--- config.mk ---
export PLATFORM = sky130hd
export DESIGN_NAME = hb_channel_scheduler
export DESIGN_NICKNAME = d
export VERILOG_FILES = /design/src/rtl/hb_channel_scheduler.sv
export SDC_FILE = /design/constraint.sdc
export NUM_CORES = 1
export LEC_CHECK = 0
export BUFFER_PORTS_ARGS = -buffer_cell sky130_fd_sc_hd__buf_2
export CAP_MARGIN = 10
export CELL_PAD_IN_SITES_DETAIL_PLACEMENT = 1
export CELL_PAD_IN_SITES_GLOBAL_PLACEMENT = 2
export CORE_ASPECT_RATIO = 1.25
export CORE_MARGIN = 4
export CORE_UTILIZATION = 39
export DETAILED_ROUTE_END_ITERATION = 12
export GPL_TIMING_DRIVEN = 0
export PLACE_DENSITY = 0.93
export SLEW_MARGIN = 20
export SYNTH_ARGS = -nofsm -noshare
export SYNTH_HDL_FRONTEND = slang
export SYNTH_SLANG_ARGS = --single-unit
export TNS_END_PERCENT = 5
--- constraint.sdc ---
create_clock -name clk -period 8.8 [get_ports clk]
set_input_delay 0.88 -clock clk [delete_from_list [all_inputs] [get_ports clk]]
set_output_delay 0.88 -clock clk [all_outputs]
set_load 0.02 [all_outputs]
--- src/rtl/hb_channel_scheduler.sv ---
// hb_channel_scheduler
//   Shares one halfband MAC datapath among NCH decimator channels. Each
//   channel posts a one-cycle sample-ready pulse; pulses are queued as
//   pending bits and served round-robin. A granted job issues NTAPS MAC
//   steps (stall-aware). The finished channel is reported LAT cycles after
//   the last step.
//
// Ports
//   clk, rst       clock, async active-low reset
//   req[NCH]       per-channel new-sample pulse
//   mac_stall      MAC cannot take a step this cycle
//   ch_sel, tap_idx  channel / tap in service (hold when idle or stalled)
//   mac_en, mac_clr, mac_last  step strobes: issue, first step, final step
//   out_valid, out_ch  result-ready pulse and its channel
//   overrun, overrun_ch  dropped-request pulse and its channel (lowest index)
//   busy           a job is running or any request is pending

// One pending bit. Set wins over the grant clear, so a request landing on
// the grant cycle queues the next job rather than being lost.
module hb_pend_cell (
  input  logic clk,
  input  logic rst,
  input  logic req,
  input  logic clr,
  output logic pend,
  output logic drop
);
  // Only a request hitting a bit that stays set is lost.
  assign drop = req & pend & ~clr;

  always_ff @(posedge clk or negedge rst)
    if (!rst) pend <= 1'b0;
    else      pend <= req | (pend & ~clr);
endmodule

module hb_channel_scheduler #(
  parameter int NCH   = 20,
  parameter int NTAPS = 11,
  parameter int LAT   = 2,
  parameter int CW    = $clog2(NCH),
  parameter int TW    = $clog2(NTAPS)
) (
  input  logic          clk,
  input  logic          rst,
  input  logic [NCH-1:0] req,
  input  logic          mac_stall,
  output logic [CW-1:0] ch_sel,
  output logic [TW-1:0] tap_idx,
  output logic          mac_en,
  output logic          mac_clr,
  output logic          mac_last,
  output logic          out_valid,
  output logic [CW-1:0] out_ch,
  output logic          overrun,
  output logic [CW-1:0] overrun_ch,
  output logic          busy
);
  localparam logic [TW-1:0] TAP_LAST = TW'(NTAPS-1);
  localparam logic [CW-1:0] CH_LAST  = CW'(NCH-1);
  localparam int            STAGES   = LAT-1;

  typedef enum logic {IDLE, RUN} state_t;
  state_t state, state_nxt;

  logic [NCH-1:0] pending, drop, clr;
  logic [CW-1:0]  rr, gnt_ch, ov_ch;
  logic           gnt_any, gnt, ov_any;

  // ---------------------------------------------------------------------
  // Pending bits, one cell per channel
  // ---------------------------------------------------------------------
  for (genvar i = 0; i < NCH; i++) begin : g_pend
    hb_pend_cell u_cell (
      .clk  (clk),
      .rst  (rst),
      .req  (req[i]),
      .clr  (clr[i]),
      .pend (pending[i]),
      .drop (drop[i])
    );
  end

  // ---------------------------------------------------------------------
  // Round-robin search: first pending channel at rr, rr+1, ... mod NCH
  // ---------------------------------------------------------------------
  always_comb begin
    int idx;
    idx     = 0;
    gnt_any = 1'b0;
    gnt_ch  = '0;
    for (int k = 0; k < NCH; k++) begin
      idx = int'(rr) + k;
      if (idx >= NCH) idx = idx - NCH;
      if (!gnt_any && pending[CW'(idx)]) begin
        gnt_any = 1'b1;
        gnt_ch  = CW'(idx);
      end
    end
  end

  // Grants only happen from IDLE.
  assign gnt = (state == IDLE) && gnt_any;
  assign clr = gnt ? ({{(NCH-1){1'b0}}, 1'b1} << gnt_ch) : '0;

  // Lowest-index dropped request; scanning downward lets the lowest win.
  always_comb begin
    ov_any = 1'b0;
    ov_ch  = '0;
    for (int i = NCH-1; i >= 0; i--) begin
      if (drop[i]) begin
        ov_any = 1'b1;
        ov_ch  = CW'(i);
      end
    end
  end

  // ---------------------------------------------------------------------
  // Job FSM
  // ---------------------------------------------------------------------
  always_ff @(posedge clk or negedge rst)
    if (!rst) state <= IDLE;
    else      state <= state_nxt;

  always_comb begin
    state_nxt = state;
    mac_en    = 1'b0;
    mac_clr   = 1'b0;
    mac_last  = 1'b0;
    case (state)
      IDLE: if (gnt_any) state_nxt = RUN;
      RUN: begin
        mac_en   = !mac_stall;
        mac_clr  = mac_en && (tap_idx == '0);
        mac_last = mac_en && (tap_idx == TAP_LAST);
        if (mac_last) state_nxt = IDLE;
      end
      default: state_nxt = IDLE;
    endcase
  end

  // Channel select, tap counter, rr pointer, overrun report
  always_ff @(posedge clk or negedge rst)
    if (!rst) begin
      ch_sel     <= '0;
      tap_idx    <= '0;
      rr         <= '0;
      overrun    <= 1'b0;
      overrun_ch <= '0;
    end else begin
      if (gnt) begin
        ch_sel  <= gnt_ch;
        tap_idx <= '0;
        rr      <= (gnt_ch == CH_LAST) ? '0 : gnt_ch + CW'(1);
      end else if (mac_en) begin
        tap_idx <= mac_last ? '0 : tap_idx + TW'(1);
      end
      overrun <= ov_any;
      if (ov_any) overrun_ch <= ov_ch;
    end

  // ---------------------------------------------------------------------
  // Completion pipeline: LAT stages of {valid, ch}. The channel field only
  // advances with a valid entry, so out_ch holds between results.
  // ---------------------------------------------------------------------
  logic [STAGES:0]         vld_pipe;
  logic [STAGES:0][CW-1:0] ch_pipe;

  always_ff @(posedge clk or negedge rst)
    if (!rst) begin
      vld_pipe <= '0;
      ch_pipe  <= '0;
    end else begin
      vld_pipe[0] <= mac_last;
      if (mac_last) ch_pipe[0] <= ch_sel;
      for (int k = 1; k <= STAGES; k++) begin
        vld_pipe[k] <= vld_pipe[k-1];
        if (vld_pipe[k-1]) ch_pipe[k] <= ch_pipe[k-1];
      end
    end

  assign out_valid = vld_pipe[STAGES];
  assign out_ch    = ch_pipe[STAGES];
  assign busy      = (state == RUN) || (|pending);

endmodule

# [After elaboration in Yosys (flattened, before gate mapping)]
# Cells that the tools add are included.
[classes] n_addsub=41 order_cmp=40 eq_ne=2 shifts=1 n_mux=171 bitwise=101 n_reduce_logical=46
[ops] operator="5-bit two-way mux" n=61
[ops] operator="5-bit by 7-bit less-than comparator with 1-bit output, second input constant" n=20
[ops] operator="6-bit by 5-bit >= comparator with 1-bit output, second input constant" n=19
[ops] operator="1-bit binary-select mux with 5-bit select" n=20
[ops] operator="5-bit subtractor, second input constant" n=20
[ops] operator="1-bit two-way mux" n=85
[ops] operator="1-bit bitwise AND" n=60
[ops] operator="5-bit by 4-bit adder with 6-bit output, second input constant" n=8
[ops] operator="5-bit by 3-bit adder with 6-bit output, second input constant" n=4
[ops] operator="5-bit by 5-bit adder with 6-bit output, second input constant" n=4
[ops] operator="1-bit logical AND" n=22
[ops] operator="1-bit inverter" n=21
[ops] operator="1-bit zero test" n=20
[ops] operator="20-bit two-way mux" n=1
[ops] operator="1-bit bitwise OR" n=20
[ops] operator="20-bit OR reduction" n=1
[ops] operator="1-bit by 5-bit << shifter with 20-bit output, first input constant" n=1
[ops] operator="5-bit by 2-bit adder with 6-bit output, second input constant" n=2
[ops] operator="4-bit two-way mux" n=3
[ops] operator="5-bit by 1-bit adder with 6-bit output, second input constant" n=1
[ops] operator="5-bit by 1-bit adder with 5-bit output, second input constant" n=1
[ops] operator="5-bit == test, second input constant" n=1
[ops] operator="5-bit >= comparator, second input constant" n=1
[ops] operator="4-bit by 1-bit adder with 4-bit output, second input constant" n=1
[ops] operator="5 further kinds" n=5
[totals] reg_bits=53 input_bits=23 word_cells=431

# [Depth between registers and ports, before layout]
# Gate-level depths: netlist of run 1.
[depth] word_depth=87 ltp_mapped=35 depth_no_buf=30

# [Hierarchy]
# Synthesis of run 1 repeated with hierarchy kept, for this count alone.
[hier_totals] cells_unflattened=1103 area_unflattened_um2=8715.9
[modules_own_cells] module="hb_channel_scheduler" instances=1 cells_per_inst=1023 area_per_inst_um2=7865.0
[modules_own_cells] module="hb_pend_cell" instances=20 cells_per_inst=4 area_per_inst_um2=42.5

# [Worst setup path before layout of run 1]
# OpenSTA, ideal clock, no wires.
[synth_timing] path_kind="register -> register" start="register rr[1]" end="register overrun_ch[0]" t_arrival_ps=7185 t_required_ps=8679 setup_slack_ps=1494 path_stages_with_launch=34 path_buffers=7 period_less_slack_ps=7306 path_cell_list="dfrtp_1 > buf_6 > buf_4 > buf_4 > clkinv_1 > ha_1 > clkbuf_1 > xnor2_1 > inv_1 > clkbuf_1 > ha_1 > clkbuf_1 > a21bo_2 > a22oi_1 > or2_2 > a221oi_1 > or4b_4 > or4_4 > buf_6 > or3_4 > o22ai_1 > nor2_1 > a32oi_1 > nand2_1 > inv_1 > ha_1 > ha_1 > a31oi_1 > nor2b_1 > o21ba_1 > o21ai_0 > a21oi_1 > or3_1 > a22o_1"
[synth_via] elab_chain_cells=87 word_cells_on_any_way=300 classes_between="add/sub (39); order compare (20); shift (1); mux (161); bitwise (40); reduce/logical (39)"
[synth_lines] item="start, declared" line_no="66" text="logic [CW-1:0] rr, gnt_ch, ov_ch;"
[synth_lines] item="start signal, assigned" line_no="153" text="rr <= (gnt_ch == CH_LAST) ? '0 : gnt_ch + CW'(1);"
[synth_lines] item="branches (longest 62 deep; another with 5-bit by 1-bit adder with 6-bit output)"
[synth_lines] item="5-bit two-way mux *" line_no="94" text="if (!gnt_any && pending[CW'(idx)]) begin"
[synth_lines] item="via gnt_ch[0]" line_no="66"
[synth_lines] item="1-bit by 5-bit << shifter with 20-bit output *" line_no="103" text="assign clr = gnt ? ({{(NCH-1){1'b0}}, 1'b1} << gnt_ch) : '0;"
[synth_lines] item="20-bit two-way mux *" line_no="103"
[synth_lines] item="1-bit inverter" line_no="29" text="assign drop = req & pend & ~clr;"
[synth_lines] item="1-bit bitwise AND" line_no="29"
[synth_lines] item="5-bit two-way mux / 1-bit two-way mux (equally long branches) (20 in a row)" line_no="110" text="if (drop[i]) begin"
[synth_lines] item="end signal, assigned" line_no="158" text="if (ov_any) overrun_ch <= ov_ch;"
[synth_lines] item="end, declared" line_no="55" text="output logic [CW-1:0] overrun_ch,"
# Mark *: on every way through the listed nets, which the timed path passes. The select of a mux whose other input is x is not followed.
# A chain may end at the register's enable or synchronous reset.

# [Worst setup path in the final report of run 1]
[layout_timing] start="register rr[0]" end="register overrun_ch[0]"
# The elaborated chain is that of the path after synthesis.

==> results.py, run 1 <==
metrics = {
    "grt": {
        "grt-ovfl-total": 0,
        "grt_use_total_pct": 29.6,
        "grt_pass1_wl_um": 62000,
        "antenna_found_initial": 0,
        "grt_max_degree": 54,
        "grt_pass1_vias": 10800,
    },
    "final_layout": {
        "antenna_cells": 0,
        "final_common_cell": "nand2_1",
        "nNetsFinal": 1318,
        "multi_input_area_mm2": 0.00744,
        "drive_gt1_share_pct": 17.0,
        "final_cell_mix": "nand2_1, a21oi_1, nor2_1",
        "layout.cells.non_filler": 1567,
        "area_delta_synth_final_pct": 9.31,
        "ff_latch_area_mm2": 0.00133,
        "final_area_mm2": 0.0102,
        "num-fill-cells": 2952,
    },
    "placed_design": {
        "dp_hpwl_um": 32200,
        "port_buffers": 47,
        "gp_congestion": 0.991,
        "place_inst": 1558,
        "place_area_mm2": 0.0100,
    },
    "timing": {
        "drv_slew": 0,
        "setup_viol": 0,
        "fin_skew_ns": 0.00662,
        "final.period_utilization_pct": 97.0,
        "tightest_slew_ns": 1.09,
        "fin_crit_ns": 8.54,
        "fmax_mhz": 117,
        "rsz0062_at_grt": "no",
        "maxSlewHeadroom_pct": 27.0,
        "hold_viol": 0,
    },
    "synthesis": {
        "avgSynthCellArea_um2": 7.90,
        "yosys_register_bits": 53,
        "ys_seq_area_share_pct": 14.2,
        "yosys_warnings": 0,
        "postSynth.asyncResetShare_pct": 100,
        "ys.flop_type": "dfrtp_1",
        "syn_area_mm2": 0.00937,
        "synth_cells": 1186,
        "synth_edf_count": 0,
        "syn_nets": 1263,
        "synth_cell_types": 113,
    },
    "floorplanning": {
        "core-area_mm2": 0.0237,
        "ios": 48,
        "die_x_um": 147,
        "rows": 63,
        "die_area_mm2": 0.0266,
        "start_util_pct": 39.5,
        "die_y_um": 181,
    },
    "worst_setup_path": {
        "setup.worst_path.start": "rr[0]",
        "crit_path_max_incr_delay_ns": 0.64,
        "criticalPathCategory": "reg -> reg",
        "timing.rr.start": "rr[0]",
        "arrival_ns": 8.73,
        "cp-start-kind": "flop",
        "worst_ep_required_time_ns": 8.99,
        "crit_slowest_cell": "nor4_2",
        "crit_fanout": 11,
        "timing.reg2reg.setup_slack_ns": 0.26,
        "endpoint_kind": "flop",
    },
    "power_and_ir_drop": {
        "clkPwrFrac_pct": 9.9,
        "p_seq_share_pct": 14.8,
        "netSwitchingFraction_pct": 54.8,
        "p_int_mw": 0.917,
        "p_switching_mw": 1.11,
        "p_leak_nw": 4.20,
        "pwr-share-comb_pct": 75.4,
        "power_density_mw_per_mm2": 198,
        "irDropWorstVdd_mv": 0.162,
    },
    "clock_tree": {
        "insertion_delay_ns": 0.30,
        "htree_levels": 2,
        "cts_hold_buf": 0,
        "clock_sinks": 53,
        "cts_max_path_buffers": 2,
        "cts_buffers": 5,
        "cts_tree": "built",
        "path_clk_slew_ns": 0.07,
        "clockRootBuffer": "clkbuf_16",
    },
    "route": {
        "route.detailed.drc": 0,
        "vias_per_cell": 6.63,
        "wl_um": 40400,
        "drt_iter0_markers": 710,
        "via_count": 10400,
        "first_pass_iters": 5,
        "avgRoutedWirePerCell_um": 25.8,
        "ant_nets": 0,
    },
    "run": {
        "timing.max_cap.violations": 0,
    },
    "hold_path": {
        "hp-start": "overrun_ch[1]",
        "hold_path_class": "reg -> reg",
    },
    "run_status": {
        "status": "finished, final reports clean",
    },
}
cell families after synthesis:
group / count (synthesis) / share of synthesized area (%)
AO/OA/AOI/OAI: 389 / 29.9
XOR/XNOR: 33 / 3.33
adder cells (fa/ha/maj): 54 / 7.29
buffers and inverters: 122 / 6.96
flip-flops: 53 / 14.2
multiplexers: 77 / 11.9
AND/OR/NAND/NOR: 458 / 26.4
power groups by stage:
stage / clock, mW / combinational, mW / sequential (mW)
after floorplan: 0 / 1.01 / 0.313
final: 0.200 / 1.53 / 0.300
after detailed placement: 0 / 1.47 / 0.307
after global routing: 0.215 / 1.63 / 0.304
after CTS: 0.205 / 1.48 / 0.303
after global placement: 0 / 1.44 / 0.306
worst max-delay path: cells and delay by family, from the launching register on:
family	cells	cell delay, ns
buf+inv	8	1.64
fa+ha+maj	4	1.22
simple gates	11	2.73
compound gates	8	1.51
mux	1	0.54
flops	1	0.50
xor+xnor	1	0.25
cell usage after synthesis, types with 18 or more instances:
cell,n,area share [%]
o22ai_1,21,1.4
nand2b_1,22,1.5
clkbuf_1,20,0.80
nor2_1,71,2.8
mux2i_1,35,3.7
a21o_1,27,2.2
nor3_1,35,1.9
ha_1,53,7.1
o211ai_1,18,1.4
nor4_1,21,1.4
nand3_1,37,2.0
a21oi_1,72,3.8
xnor2_1,29,2.7
nand2_1,122,4.9
mux4_2,22,5.3
dfrtp_1,53,14
inv_1,53,2.1
a211oi_1,23,1.8
o21ai_0,52,2.8
worst paths after layout:
path / cells after the start / endpoint
worst min-delay path: 1 / overrun_ch[1]
worst min register to register: 1 / overrun_ch[1]
worst max-delay path: 33 / overrun_ch[0]
min in group asynchronous: 1 / ch_pipe[4]
max in group asynchronous: 1 / rr[1]
worst max register to register: 33 / overrun_ch[0]
area by class of cell:
type | count | area share [%]
plain buffers | 64 | 4.33
clock buffers | 5 | 1.22
clock inverters | 3 | 0.208
inverters | 57 | 2.16
multi-input cells | 1011 | 72.7
flip-flops and latches | 53 | 13.0
well taps | 325 | 3.97
repair buffers | 49 | 2.47
metrics by stage:
| step | worst slack [ns] | utilization, % | power [mW] | hold slack, ns | setup TNS [ns] |
|---|---|---|---|---|---|
| final | 0.262 | 43.1 | 2.03 | 0.492 | 0 |
| after global routing | 0.0885 | 43.1 | 2.15 | 0.525 | 0 |
| after detailed placement | -0.928 | 42.2 | 1.77 | 0.468 | -4.90 |
| after floorplan | 1.49 | - | 1.32 | 0.468 | 0 |
| after global placement | -0.897 | 42.2 | 1.75 | 0.470 | -4.79 |
| after CTS | 0.0348 | 42.9 | 1.99 | 0.494 | 0 |
flip-flops by register name, summed over array words and instances (netlist names):
signal / flops
overrun_ch: 5
g_pend.u_cell.pend: 20
ch_pipe: 5
rr: 5
overrun: 1
tap_idx: 4
ch_sel: 5
out_ch: 5
state: 1
vld_pipe: 2
what timing repair did:
action                                  CTS  global route
gates resized for setup                   8            15
endpoints found under the setup margin    8             6
pin swaps                                 0             0
buffers inserted                          0             2
metal layers:
| layer | track usage, % | vias up | share of wire [%] |
|---|---|---|---|
| met4 | 22.0 | 0 | 8.3 |
| li1 | - | 4656 | - |
| met5 | 0 | - | 0 |
| met1 | 34.4 | 5159 | 39 |
| met3 | 2.68 | 147 | 5.1 |
| met2 | 50.4 | 427 | 48 |
(Power assumes the default switching activity.)
==> run 2: changes to the inputs <==
GPL_TIMING_DRIVEN = unset   (was 0)
MAX_ROUTING_LAYER = met4   (was unset)
==> run 2 against run 1 <==
  * Critical endpoint unchanged
  * Sequential power grew 3%
  * Sequential cell count did not move
  * Fmax grew 5.3%
  * Routed wire length decreased by 1.5%
  * Die area unchanged
  * Critical path depth fell by 9
  * Hold slack improved by 0.011 ns
  * Largest power group unchanged
  * Final cell count is 2.6% lower
==> results.py, run 2 (synthesized netlist as in run 1, its figures left out) <==
metrics = {
    "placed_design": {
        "place_area_mm2": 0.00976,
        "dpl_worst_slack_ns": 0.784,
        "gp_congestion": 1.00,
        "dp_hpwl_um": 31700,
        "port_buffers": 47,
        "place_inst": 1518,
    },
    "power_and_ir_drop": {
        "irDropWorstVdd_mv": 0.155,
        "power_density_mw_per_mm2": 195,
        "p_leak_nw": 4.01,
    },
    "worst_setup_path": {
        "reg2regPathDepth": 24,
        "timing.rr.start": "rr[1]",
        "critPathMostFrequentCell": "ha_1",
        "crit_slowest_cell": "mux4_2",
        "reg2reg_to": "overrun_ch[0]",
        "timing.reg2reg.setup_slack_ns": 0.69,
        "arrival_ns": 8.34,
        "criticalPathCategory": "reg -> reg",
        "endpoint_kind": "flop",
        "crit_path_max_incr_delay_ns": 0.57,
        "worstPathCellList": "clkinv_1, ha_1, a21oi_1, xnor2_1, inv_1, ha_1, a21bo_2, a221oi_1, mux2i_1, mux4_2, a21oi_1, a211oi_1, nand3_1, o211ai_1, a311o_1, o21a_1, inv_1, ha_1, a41oi_1, nor4_2, nand3_2, nor4_4, and2_4, a22o_1",
        "worst_ep_required_time_ns": 9.04,
        "cp-start-kind": "flop",
        "crit_fanout": 13,
    },
    "route": {
        "vias_per_cell": 6.63,
        "route.detailed.drc": 0,
        "avgRoutedWirePerCell_um": 26.1,
        "wl_um": 39800,
        "first_pass_iters": 5,
        "drt_iter0_markers": 760,
        "ant_nets": 0,
        "via_count": 10100,
    },
    "final_layout": {
        "antenna_cells": 0,
        "nNetsFinal": 1277,
        "final_cell_mix": "nand2_1, a21oi_1, nor2_1",
        "layout.cells.non_filler": 1526,
        "area_delta_synth_final_pct": 5.80,
        "largest_reg_flops": 20,
        "largest_register": "g_pend.u_cell.pend",
        "drive_gt1_share_pct": 14.7,
        "final_area_mm2": 0.00991,
        "final_common_cell": "nand2_1",
    },
    "timing": {
        "tightest_slew_ns": 1.05,
        "worst_slack_ns": 0.694,
        "final.period_utilization_pct": 92.1,
        "hold_viol": 0,
        "fmax_mhz": 123,
        "setup_tns_ns": 0,
        "drv_slew": 0,
        "rsz0062_at_grt": "no",
        "setup_viol": 0,
        "fin_skew_ns": 0.00626,
        "fin_crit_ns": 8.11,
        "maxSlewHeadroom_pct": 30.1,
    },
    "floorplanning": {
        "core-area_mm2": 0.0237,
        "die_x_um": 147,
        "start_util_pct": 39.5,
        "ios": 48,
        "die_y_um": 181,
        "rows": 63,
        "die_area_mm2": 0.0266,
    },
    "clock_tree": {
        "cts_max_path_buffers": 2,
        "clock_sinks": 53,
        "insertion_delay_ns": 0.30,
        "cts_hold_buf": 0,
        "cts_buffers": 5,
        "cts_tree": "built",
        "htree_levels": 2,
        "cts_resized": 0,
        "cts_setup_buffers": 0,
        "clockRootBuffer": "clkbuf_16",
        "path_clk_slew_ns": 0.07,
    },
    "hold_path": {
        "hp-start": "out_ch[0]",
        "whs_path_depth": 1,
        "hold_path_end": "out_ch[0]",
        "hold_path_class": "reg -> reg",
    },
    "grt": {
        "grt_pass1_vias": 10300,
        "grt_max_degree": 54,
        "antenna_found_initial": 1,
        "grt_pass1_wl_um": 61300,
        "grt-ovfl-total": 0,
        "grt_use_total_pct": 30.0,
    },
    "run": {
        "timing.max_cap.violations": 0,
    },
    "run_status": {
        "status": "finished, final reports clean",
    },
}
run 2: report_power, final:
part | switching, mW | internal, mW
Clock | 0.0957 | 0.106
Sequential | 0.0403 | 0.268
Combinational | 0.943 | 0.482
run 2: critical path: cells and delay by family (launching register included):
kind	cells	cell delay (ns)
AOI/OAI and AO/OA	10	3.08
and+or+nand+nor	5	1.27
adders and majority gates	3	1.22
muxes	2	1.05
buffers and inverters	3	0.79
DFF	1	0.35
xor gates and xnor gates	1	0.27
run 2: area by class of cell:
type                       instances  area [µm²]
timing repair buffer              72         423
clock inverter                     2        15.0
sequential                        53        1330
clock buffer                       6         129
inverter                          57         214
fill                            2940       13800
multi-input combinational       1011        7390
tap                              325         407
run 2: worst max path at each step:
stage / startpoint / end / slack (ns) / cells past startpoint
finish: rr[1] / overrun_ch[0] / 0.69 / 24
global route: rr[1] / overrun_ch[2] / 0.18 / 27
CTS: rr[1] / overrun_ch[0] / 0.78 / 24
detailed placement: rr[1] / overrun_ch[0] / 0.78 / 24
global placement: rr[1] / overrun_ch[0] / 1.00 / 24
floorplan: rr[1] / overrun_ch[0] / 1.49 / 33
run 2: per-stage QoR:
| step | power (mW) | hold slack (ns) | utilization (%) |
|---|---|---|---|
| after floorplan | 1.32 | 0.468 | - |
| final | 1.94 | 0.503 | 41.8 |
| after CTS | 1.92 | 0.510 | 41.8 |
| after global routing | 2.06 | 0.519 | 41.8 |
| after global placement | 1.69 | 0.470 | 41.2 |
| after detailed placement | 1.71 | 0.491 | 41.2 |
run 2: layer usage:
layer / routed length, µm / up-vias / GRT usage, %
li1: - / 4577 / -
met1: 15700 / 5105 / 34.6
met2: 19700 / 349 / 51.6
met3: 1660 / 94 / 1.63
met4: 2640 / 0 / 17.2
met5: 0 / - / -
